===== src/rtl/neuron_mac_if.sv =====
// Operand-buffer <-> neuron handshake bundle: operand/weight fetch, launch and result.
interface neuron_mac_if;
    logic               ready;
    logic signed [15:0] x;
    logic signed [15:0] w;
    logic signed [15:0] bias;
    logic        [1:0]  sel;
    logic               neuron_done;
    logic signed [15:0] y;
    logic               busy;

    modport master (
        output ready, x, w, bias,
        input  sel, neuron_done, y, busy
    );

    modport slave (
        input  ready, x, w, bias,
        output sel, neuron_done, y, busy
    );
endinterface


===== src/rtl/neuron_mac.sv =====
// Single-neuron Q8.8 multiply-accumulate: bias + sum of three x*w, saturated to 16 bits.
// Optional ReLU on the result is enabled by defining NEURON_RELU_EN.
module neuron_mac #(
    parameter int FRAC_BITS = 8,
    parameter int ACC_W     = 34
) (
    input  logic         clk,
    input  logic         reset,
    neuron_mac_if.slave  bus
);

    localparam logic [2:0] ST_IDLE = 3'd0;
    localparam logic [2:0] ST_MAC1 = 3'd1;
    localparam logic [2:0] ST_MAC2 = 3'd2;
    localparam logic [2:0] ST_MAC3 = 3'd3;
    localparam logic [2:0] ST_OUT  = 3'd4;

    localparam logic signed [ACC_W-1:0] SAT_MAX = ACC_W'(32767);
    localparam logic signed [ACC_W-1:0] SAT_MIN = ACC_W'(-32768);

    logic [2:0]               state_q, state_d;
    logic signed [ACC_W-1:0]  acc_q, acc_d;
    logic signed [15:0]       y_q, y_d;
    logic [1:0]               sel_q, sel_d;
    logic                     busy_q, busy_d;
    logic                     done_q, done_d;

    logic signed [31:0]       prod;
    logic signed [ACC_W-1:0]  prod_ext;
    logic signed [ACC_W-1:0]  bias_ext;
    logic signed [ACC_W-1:0]  sum;
    logic signed [ACC_W-1:0]  shifted;
    logic signed [15:0]       sat;
    logic signed [15:0]       y_res;

    always_comb begin
        prod     = 32'(bus.x) * 32'(bus.w);
        prod_ext = {{(ACC_W-32){prod[31]}}, prod};
        bias_ext = {{(ACC_W-16){bus.bias[15]}}, bus.bias};
        sum      = acc_q + prod_ext;
        shifted  = sum >>> FRAC_BITS;

        if (shifted > SAT_MAX) begin
            sat = 16'sh7FFF;
        end else if (shifted < SAT_MIN) begin
            sat = 16'sh8000;
        end else begin
            sat = shifted[15:0];
        end

`ifdef NEURON_RELU_EN
        y_res = sat[15] ? 16'sh0000 : sat;
`else
        y_res = sat;
`endif
    end

    always_comb begin
        state_d = state_q;
        acc_d   = acc_q;
        y_d     = y_q;

        case (state_q)
            ST_IDLE: begin
                if (bus.ready) begin
                    state_d = ST_MAC1;
                    acc_d   = bias_ext <<< FRAC_BITS;
                end
            end
            ST_MAC1: begin
                acc_d   = sum;
                state_d = ST_MAC2;
            end
            ST_MAC2: begin
                acc_d   = sum;
                state_d = ST_MAC3;
            end
            ST_MAC3: begin
                acc_d   = sum;
                y_d     = y_res;
                state_d = ST_OUT;
            end
            ST_OUT:  state_d = ST_IDLE;
            default: state_d = ST_IDLE;
        endcase

        // Outputs are registered, so decode them from the state being entered.
        case (state_d)
            ST_MAC1: sel_d = 2'd1;
            ST_MAC2: sel_d = 2'd2;
            ST_MAC3: sel_d = 2'd3;
            default: sel_d = 2'd0;
        endcase
        busy_d = (state_d != ST_IDLE);
        done_d = (state_d == ST_OUT);
    end

    always_ff @(posedge clk or posedge reset) begin
        if (reset) begin
            state_q <= ST_IDLE;
            acc_q   <= '0;
            y_q     <= '0;
            sel_q   <= 2'd0;
            busy_q  <= 1'b0;
            done_q  <= 1'b0;
        end else begin
            state_q <= state_d;
            acc_q   <= acc_d;
            y_q     <= y_d;
            sel_q   <= sel_d;
            busy_q  <= busy_d;
            done_q  <= done_d;
        end
    end

    assign bus.sel         = sel_q;
    assign bus.busy        = busy_q;
    assign bus.neuron_done = done_q;
    assign bus.y           = y_q;

endmodule

===== src/flat_wrapper.sv =====
// flat-port wrapper written by rule: the top's interface ports become plain ports
module neuron_mac_flat 
#(
    parameter int FRAC_BITS = 8,
    parameter int ACC_W     = 34
)
  (clk, reset, bus_ready, bus_x, bus_w, bus_bias, bus_sel, bus_neuron_done, bus_y, bus_busy);
  neuron_mac_if bus_i ();
  input  logic clk;
  input  logic reset;
  input wire logic [$bits(bus_i.ready)-1:0] bus_ready;
  input wire logic [$bits(bus_i.x)-1:0] bus_x;
  input wire logic [$bits(bus_i.w)-1:0] bus_w;
  input wire logic [$bits(bus_i.bias)-1:0] bus_bias;
  output wire logic [$bits(bus_i.sel)-1:0] bus_sel;
  output wire logic [$bits(bus_i.neuron_done)-1:0] bus_neuron_done;
  output wire logic [$bits(bus_i.y)-1:0] bus_y;
  output wire logic [$bits(bus_i.busy)-1:0] bus_busy;
  assign bus_i.ready = bus_ready;
  assign bus_i.x = bus_x;
  assign bus_i.w = bus_w;
  assign bus_i.bias = bus_bias;
  assign bus_sel = bus_i.sel;
  assign bus_neuron_done = bus_i.neuron_done;
  assign bus_y = bus_i.y;
  assign bus_busy = bus_i.busy;
  neuron_mac #(.FRAC_BITS(FRAC_BITS), .ACC_W(ACC_W)) u_core (.clk(clk), .reset(reset), .bus(bus_i));
endmodule

===== config.mk =====
export PLATFORM = sky130hd
export DESIGN_NAME = neuron_mac_flat
export DESIGN_NICKNAME = d
export VERILOG_FILES = /design/src/rtl/neuron_mac_if.sv /design/src/rtl/neuron_mac.sv /design/src/flat_wrapper.sv
export SDC_FILE = /design/constraint.sdc
export NUM_CORES = 1
export LEC_CHECK = 0
export CAP_MARGIN = 15
export CORE_UTILIZATION = 56
export CTS_CLUSTER_SIZE = 28
export DETAILED_ROUTE_END_ITERATION = 8
export DONT_BUFFER_PORTS = 1
export GPL_ROUTABILITY_DRIVEN = 0
export PLACE_DENSITY_LB_ADDON = 0.3
export REMOVE_ABC_BUFFERS = 1
export SYNTH_ARGS = -nofsm -noshare
export SYNTH_HDL_FRONTEND = slang
export SYNTH_SLANG_ARGS = --single-unit

===== constraint.sdc =====
create_clock -name clk -period 7.7 [get_ports clk]
set_input_delay 1.925 -clock clk [delete_from_list [all_inputs] [get_ports clk]]
set_output_delay 1.925 -clock clk [all_outputs]
set_load 0.01 [all_outputs]

# [Word-level counts from Yosys, hierarchy flattened]
# Index checks and enable logic that the tools add are counted.
[classes] n_addsub=1 reduce_logical=5 n_mux=7 n_mul=1 eq_ne=8 n_lt_le_gt_ge=2
[ops] cell="$pmux 34 s2" n=1
[ops] cell="$add 34x32->34" n=1
[ops] cell="$mux 34" n=1
[ops] cell="$mul 16x16->32" n=1
[ops] cell="$mux 16" n=2
[ops] cell="$gt 26x16->1 const B" n=1
[ops] cell="$lt 26x16->1 const B" n=1
[ops] cell="$eq 3x2->1 const B" n=4
[ops] cell="$pmux 3 s4" n=1
[ops] cell="$eq 3x1->1 const B" n=2
[ops] cell="$pmux 2 s3" n=1
[ops] cell="$eq 3x3->1 const B" n=1
[ops] cell="$logic_not 3->1" n=1
[ops] cell="$mux 3" n=1
[ops] cell="$reduce_bool 3->1" n=1
[ops] cell="$reduce_or 3->1" n=1
[ops] cell="$ne 2x2->1 const B" n=1
[ops] cell="$reduce_and 2->1" n=1
[ops] cell="$reduce_bool 2->1" n=1
[word_totals] elab_cells=30 register_bits=57

# [Depth between registers and ports, before layout]
[depth] word_depth=5 ltp_mapped=28 mapped_depth_nobuf=25

# [Worst setup path after synthesis]
# No wires, ideal clock.
[synth_timing] path_type="input port to flip-flop" startpoint="in bus_w[1]" endpoint="reg u_core.y_q[5], in the netlist u_core.bus.y[5]" slack_ps=-868 required_time_ps=7627 arrival_time_ps=8495 path_buffers=3 stages=28 cell_sequence="clkbuf_1 -> nand2_1 -> inv_1 -> fa_1 -> inv_1 -> fa_1 -> inv_1 -> fa_1 -> inv_1 -> fa_1 -> inv_1 -> fa_1 -> inv_1 -> fa_1 -> inv_1 -> ha_1 -> buf_6 -> a21oi_1 -> o21ai_0 -> or3_1 -> a21o_1 -> a41oi_2 -> xnor2_1 -> nand4_1 -> o41ai_4 -> buf_6 -> nand2_1 -> a21oi_2"
[synth_between] elab_chain_cells=5 elab_cells_between_ends=6 cone_classes="1 x add/sub; 1 x mul; 2 x order compare; 2 x mux"
[synth_rtl] element="start, declared" line_no="flat_wrapper.sv:13" rtl="input wire logic [$bits(bus_i.w)-1:0] bus_w;"
[synth_rtl] element="$mul 16x16->32 (*)" line_no="neuron_mac.sv:37" rtl="prod = 32'(bus.x) * 32'(bus.w);"
[synth_rtl] element="$add 34x32->34 (*)" line_no="neuron_mac.sv:40" rtl="sum = acc_q + prod_ext;"
[synth_rtl] element="$lt 26x16->1" line_no="neuron_mac.sv:45" rtl="end else if (shifted < SAT_MIN) begin"
[synth_rtl] element="$mux 16" line_no="neuron_mac.sv:45"
[synth_rtl] element="$mux 16 (*)" line_no="neuron_mac.sv:43" rtl="if (shifted > SAT_MAX) begin"
[synth_rtl] element="end signal, assigned" line_no="neuron_mac.sv:109" rtl="y_q <= y_d;"
[synth_rtl] element="end, declared" line_no="neuron_mac.sv:23" rtl="logic signed [15:0] y_q, y_d;"
# Every way passes the cells marked *; elsewhere a longest branch is shown, timed or not.
# A chain may end at the register's enable or synchronous reset.

# [Worst setup path in the final report]
[layout_timing] startpoint="in bus_w[4]" endpoint="reg u_core.y_q[9], in the netlist u_core.bus.y[9]"
# The elaborated chain is that of the path after synthesis.

==> flow_summary.ini <==
[synth]
yosysMostFrequentCell = inv_1
syn_inst = 1522
syn_area_per_cell_um2 = 9.25
synth-seq-cells = 57
yosysTopAreaCell = fa_1
synth_edf_count = 0
ys_async_sr_fraction = 1.00
yosysUniqueCellTypes = 65
synth_common_cells = 372 x inv_1, 305 x fa_1, 175 x nand2_1
ys_seq_area_frac = 0.101
synth.area.top_cells = fa_1 43%, dfrtp_1 10%, inv_1 9.9%
synth_top_cell_area_share = 0.434
netlist_area_um2 = 14100
synth_ff_type = dfrtp_1
ys_warn_count = 0

[floorplan]
pin_count = 71
core_area_um2 = 24500
start_util = 0.576
rows = 57
die_w_um = 161
die_h_um = 161
die_area_um2 = 25800

[setup_path]
r2r_end = u_core.bus.y[9]$_DFFE_PP0P_
cp_max_fo = 16
cp_cell_sequence = and2_1 > fa_1 > inv_1 > fa_1 > fa_1 > inv_1 > fa_1 > fa_1 > inv_1 > fa_1 > inv_1 > ha_4 > a21oi_2 > o21ai_1 > a2111o_1 > a21o_1 > a41oi_2 > xnor2_2 > nand4_1 > o41ai_4 > clkbuf_16 > nand2_1 > a21oi_2
critPathTopFamily = adder cells
crit_path_frequent_cell = fa_1
worstSetupPathType = input pin to flip-flop
r2r_setup_slack_ns = 1.72
r2r-start = u_core.acc_q[15]$_DFFE_PP0P_
max_stage_delay_ns = 0.53
crit_required_ns = 7.98
crit_buf_inv = 5
cp_slowest_cell = fa_1
critPathArrivalTime_ns = 8.20
startpoint_type = input pin
critPathCaptureType = flip-flop
ff2ff_path_depth = 21

[placed_design]
dpl.hpwl_um = 29300
place_inst = 1890
port_buffers = 0

[cts]
cts.sinks = 57
h-tree-depth = 3
hold_buffers = 0
cts_buffer_depth = 2
cts_root_buffer = clkbuf_16
insertion_delay_ns = 0.34
clk_pin_slew_ns = 0.06
cts_tree = built
cts_buffers = 9

[drt]
dr_wl_met3_um = 2380
wl_met2_um = 17800
detail-route-antenna-nets = 0
vias_per_cell = 5.52
firstDrtPassIters = 6
met1_length_um = 15100
drt-total-wl_um = 36200
initialDrtViolationCount = 685
drt_drc_violations_left = 0
vias = 10651
wl_per_cell_um = 18.8
routed.top_layer = met5

[min_path]
holdPathEnd = u_core.acc_q[11]$_DFFE_PP0P_
worstHoldStart = u_core.acc_q[11]$_DFFE_PP0P_
worstHoldPathType = flip-flop to flip-flop
hold_depth = 2

[timing]
rsz0062_at_grt = yes
fin_ws_ns = -0.228
hold_viol_final = 0
post-route-min-period_ns = 7.93
period_share = 1.03
max_freq_mhz = 126
drv_slew = 0
skew_ns = 0.0124
setup_viol = 17
setup_tns_ns = -2.88
tightestPinTransition_ns = 1.08
slew_headroom = 0.273

[run_status]
failed_checks = negative setup slack
status = finished, violations left

[job]
drv_cap = 0

[cells_and_area]
areaGrowthSynthToFinish_pct = 14.1
fin_cells = 1928
drive_gt1_frac = 0.163
nNetsFinal = 2057
num-fill-cells = 1892

[global_route]
grt_max_degree = 58
grt_usage = 0.301
overflow = 0
grt_pass1_wl_um = 60600
first_global_vias = 11727
grt_antenna_before_repair = 2
flip-flops by register name (all words and copies together) (netlist names):
signal / flops
u_core.acc_q: 34
u_core.bus.busy: 1
u_core.bus.neuron_done: 1
u_core.bus.sel: 2
u_core.bus.y: 16
u_core.state_q: 3
cell usage in the layout (no fill, tap or decap), drive strengths merged, types with 3 or more instances in the layout:
cell	count
a221o	9
a31oi	9
dfrtp	57
o21ai	41
fa	305
nand4	10
a22o	5
nand2b	5
mux2i	10
clkbuf	11
ha	102
nor3	12
inv	371
xor2	14
and2	127
clkinv	3
a21o	10
nor2	50
nand2	175
and3	9
buf	129
nand3	10
o21bai	3
xnor2	22
a21oi	61
logic make-up (layout without fill, tap and decap cells):
family	after synthesis	in the layout	synth area share
simple gates	410	410	0.141
fa+ha+maj	407	407	0.524
mux	10	10	0.00711
compound gates	165	165	0.0809
flops	57	57	0.101
other cells	0	1	0
xor+xnor	36	36	0.0224
buf+inv	437	518	0.123
per-stage QoR:
| step | utilization | setup slack (ns) | area (um^2) | hold slack, ns |
|---|---|---|---|---|
| floorplan | - | -0.734 | 13800 | 0.454 |
| global placement | 0.614 | -0.457 | 15000 | 0.471 |
| detailed placement | 0.614 | -0.593 | 15000 | 0.485 |
| CTS | 0.644 | -0.102 | 15800 | 0.496 |
| global route | 0.657 | -0.396 | 16100 | 0.527 |
| finish | 0.657 | -0.228 | 16100 | 0.495 |
tightest hold or removal path, stage by stage (launching register included):
cell	delay, ns
dfrtp_1	0.34
nand2_1	0.05
o21ai_0	0.06
worst max path at each step:
| stage | start | end | slack, ns | depth (start not counted) |
|---|---|---|---|---|
| 6_report | bus_w[4] | u_core.bus.y[9]$_DFFE_PP0P_ | -0.23 | 23 |
| 2_1_floorplan | bus_w[1] | u_core.bus.y[10]$_DFFE_PP0P_ | -0.73 | 25 |
| 3_3_place_gp | bus_w[15] | u_core.bus.y[13]$_DFFE_PP0P_ | -0.46 | 23 |
| 4_1_cts | bus_w[4] | u_core.bus.y[0]$_DFFE_PP0P_ | -0.10 | 23 |
| 5_1_grt | bus_w[2] | u_core.bus.y[9]$_DFFE_PP0P_ | -0.40 | 26 |
| 3_5_place_dp | bus_w[1] | u_core.bus.y[12]$_DFFE_PP0P_ | -0.59 | 26 |
layout make-up:
cell class | instances | area, um^2 | share of cell area
inverters | 373 | 1400 | 0.0873
repair buffers | 130 | 1050 | 0.0655
flip-flops and latches | 57 | 1430 | 0.0887
diodes | 1 | 2.50 | 0.000156
well taps | 324 | 405 | 0.0252
multi-input cells | 1028 | 11500 | 0.714
clock inverters | 5 | 81.3 | 0.00506
clock buffers | 10 | 229 | 0.0142
routing by layer:
layer | track usage | up-vias
met5 | 0 | -
met1 | 0.405 | 5503
li1 | - | 4718
met4 | 0.0771 | 2
met2 | 0.502 | 349
met3 | 0.0579 | 79
what timing repair did:
item                                   CTS  global route
endpoints found under the hold margin    0             0
cloned                                   2             0
pin swaps                               14            48
setup buffers                           12             9
setup endpoints to repair               17            17
resized for setup                       55            63
Power is left out: the tool's default activity adds up to more than one toggle a clock period on the data nets, which glitch-free logic cannot reach.
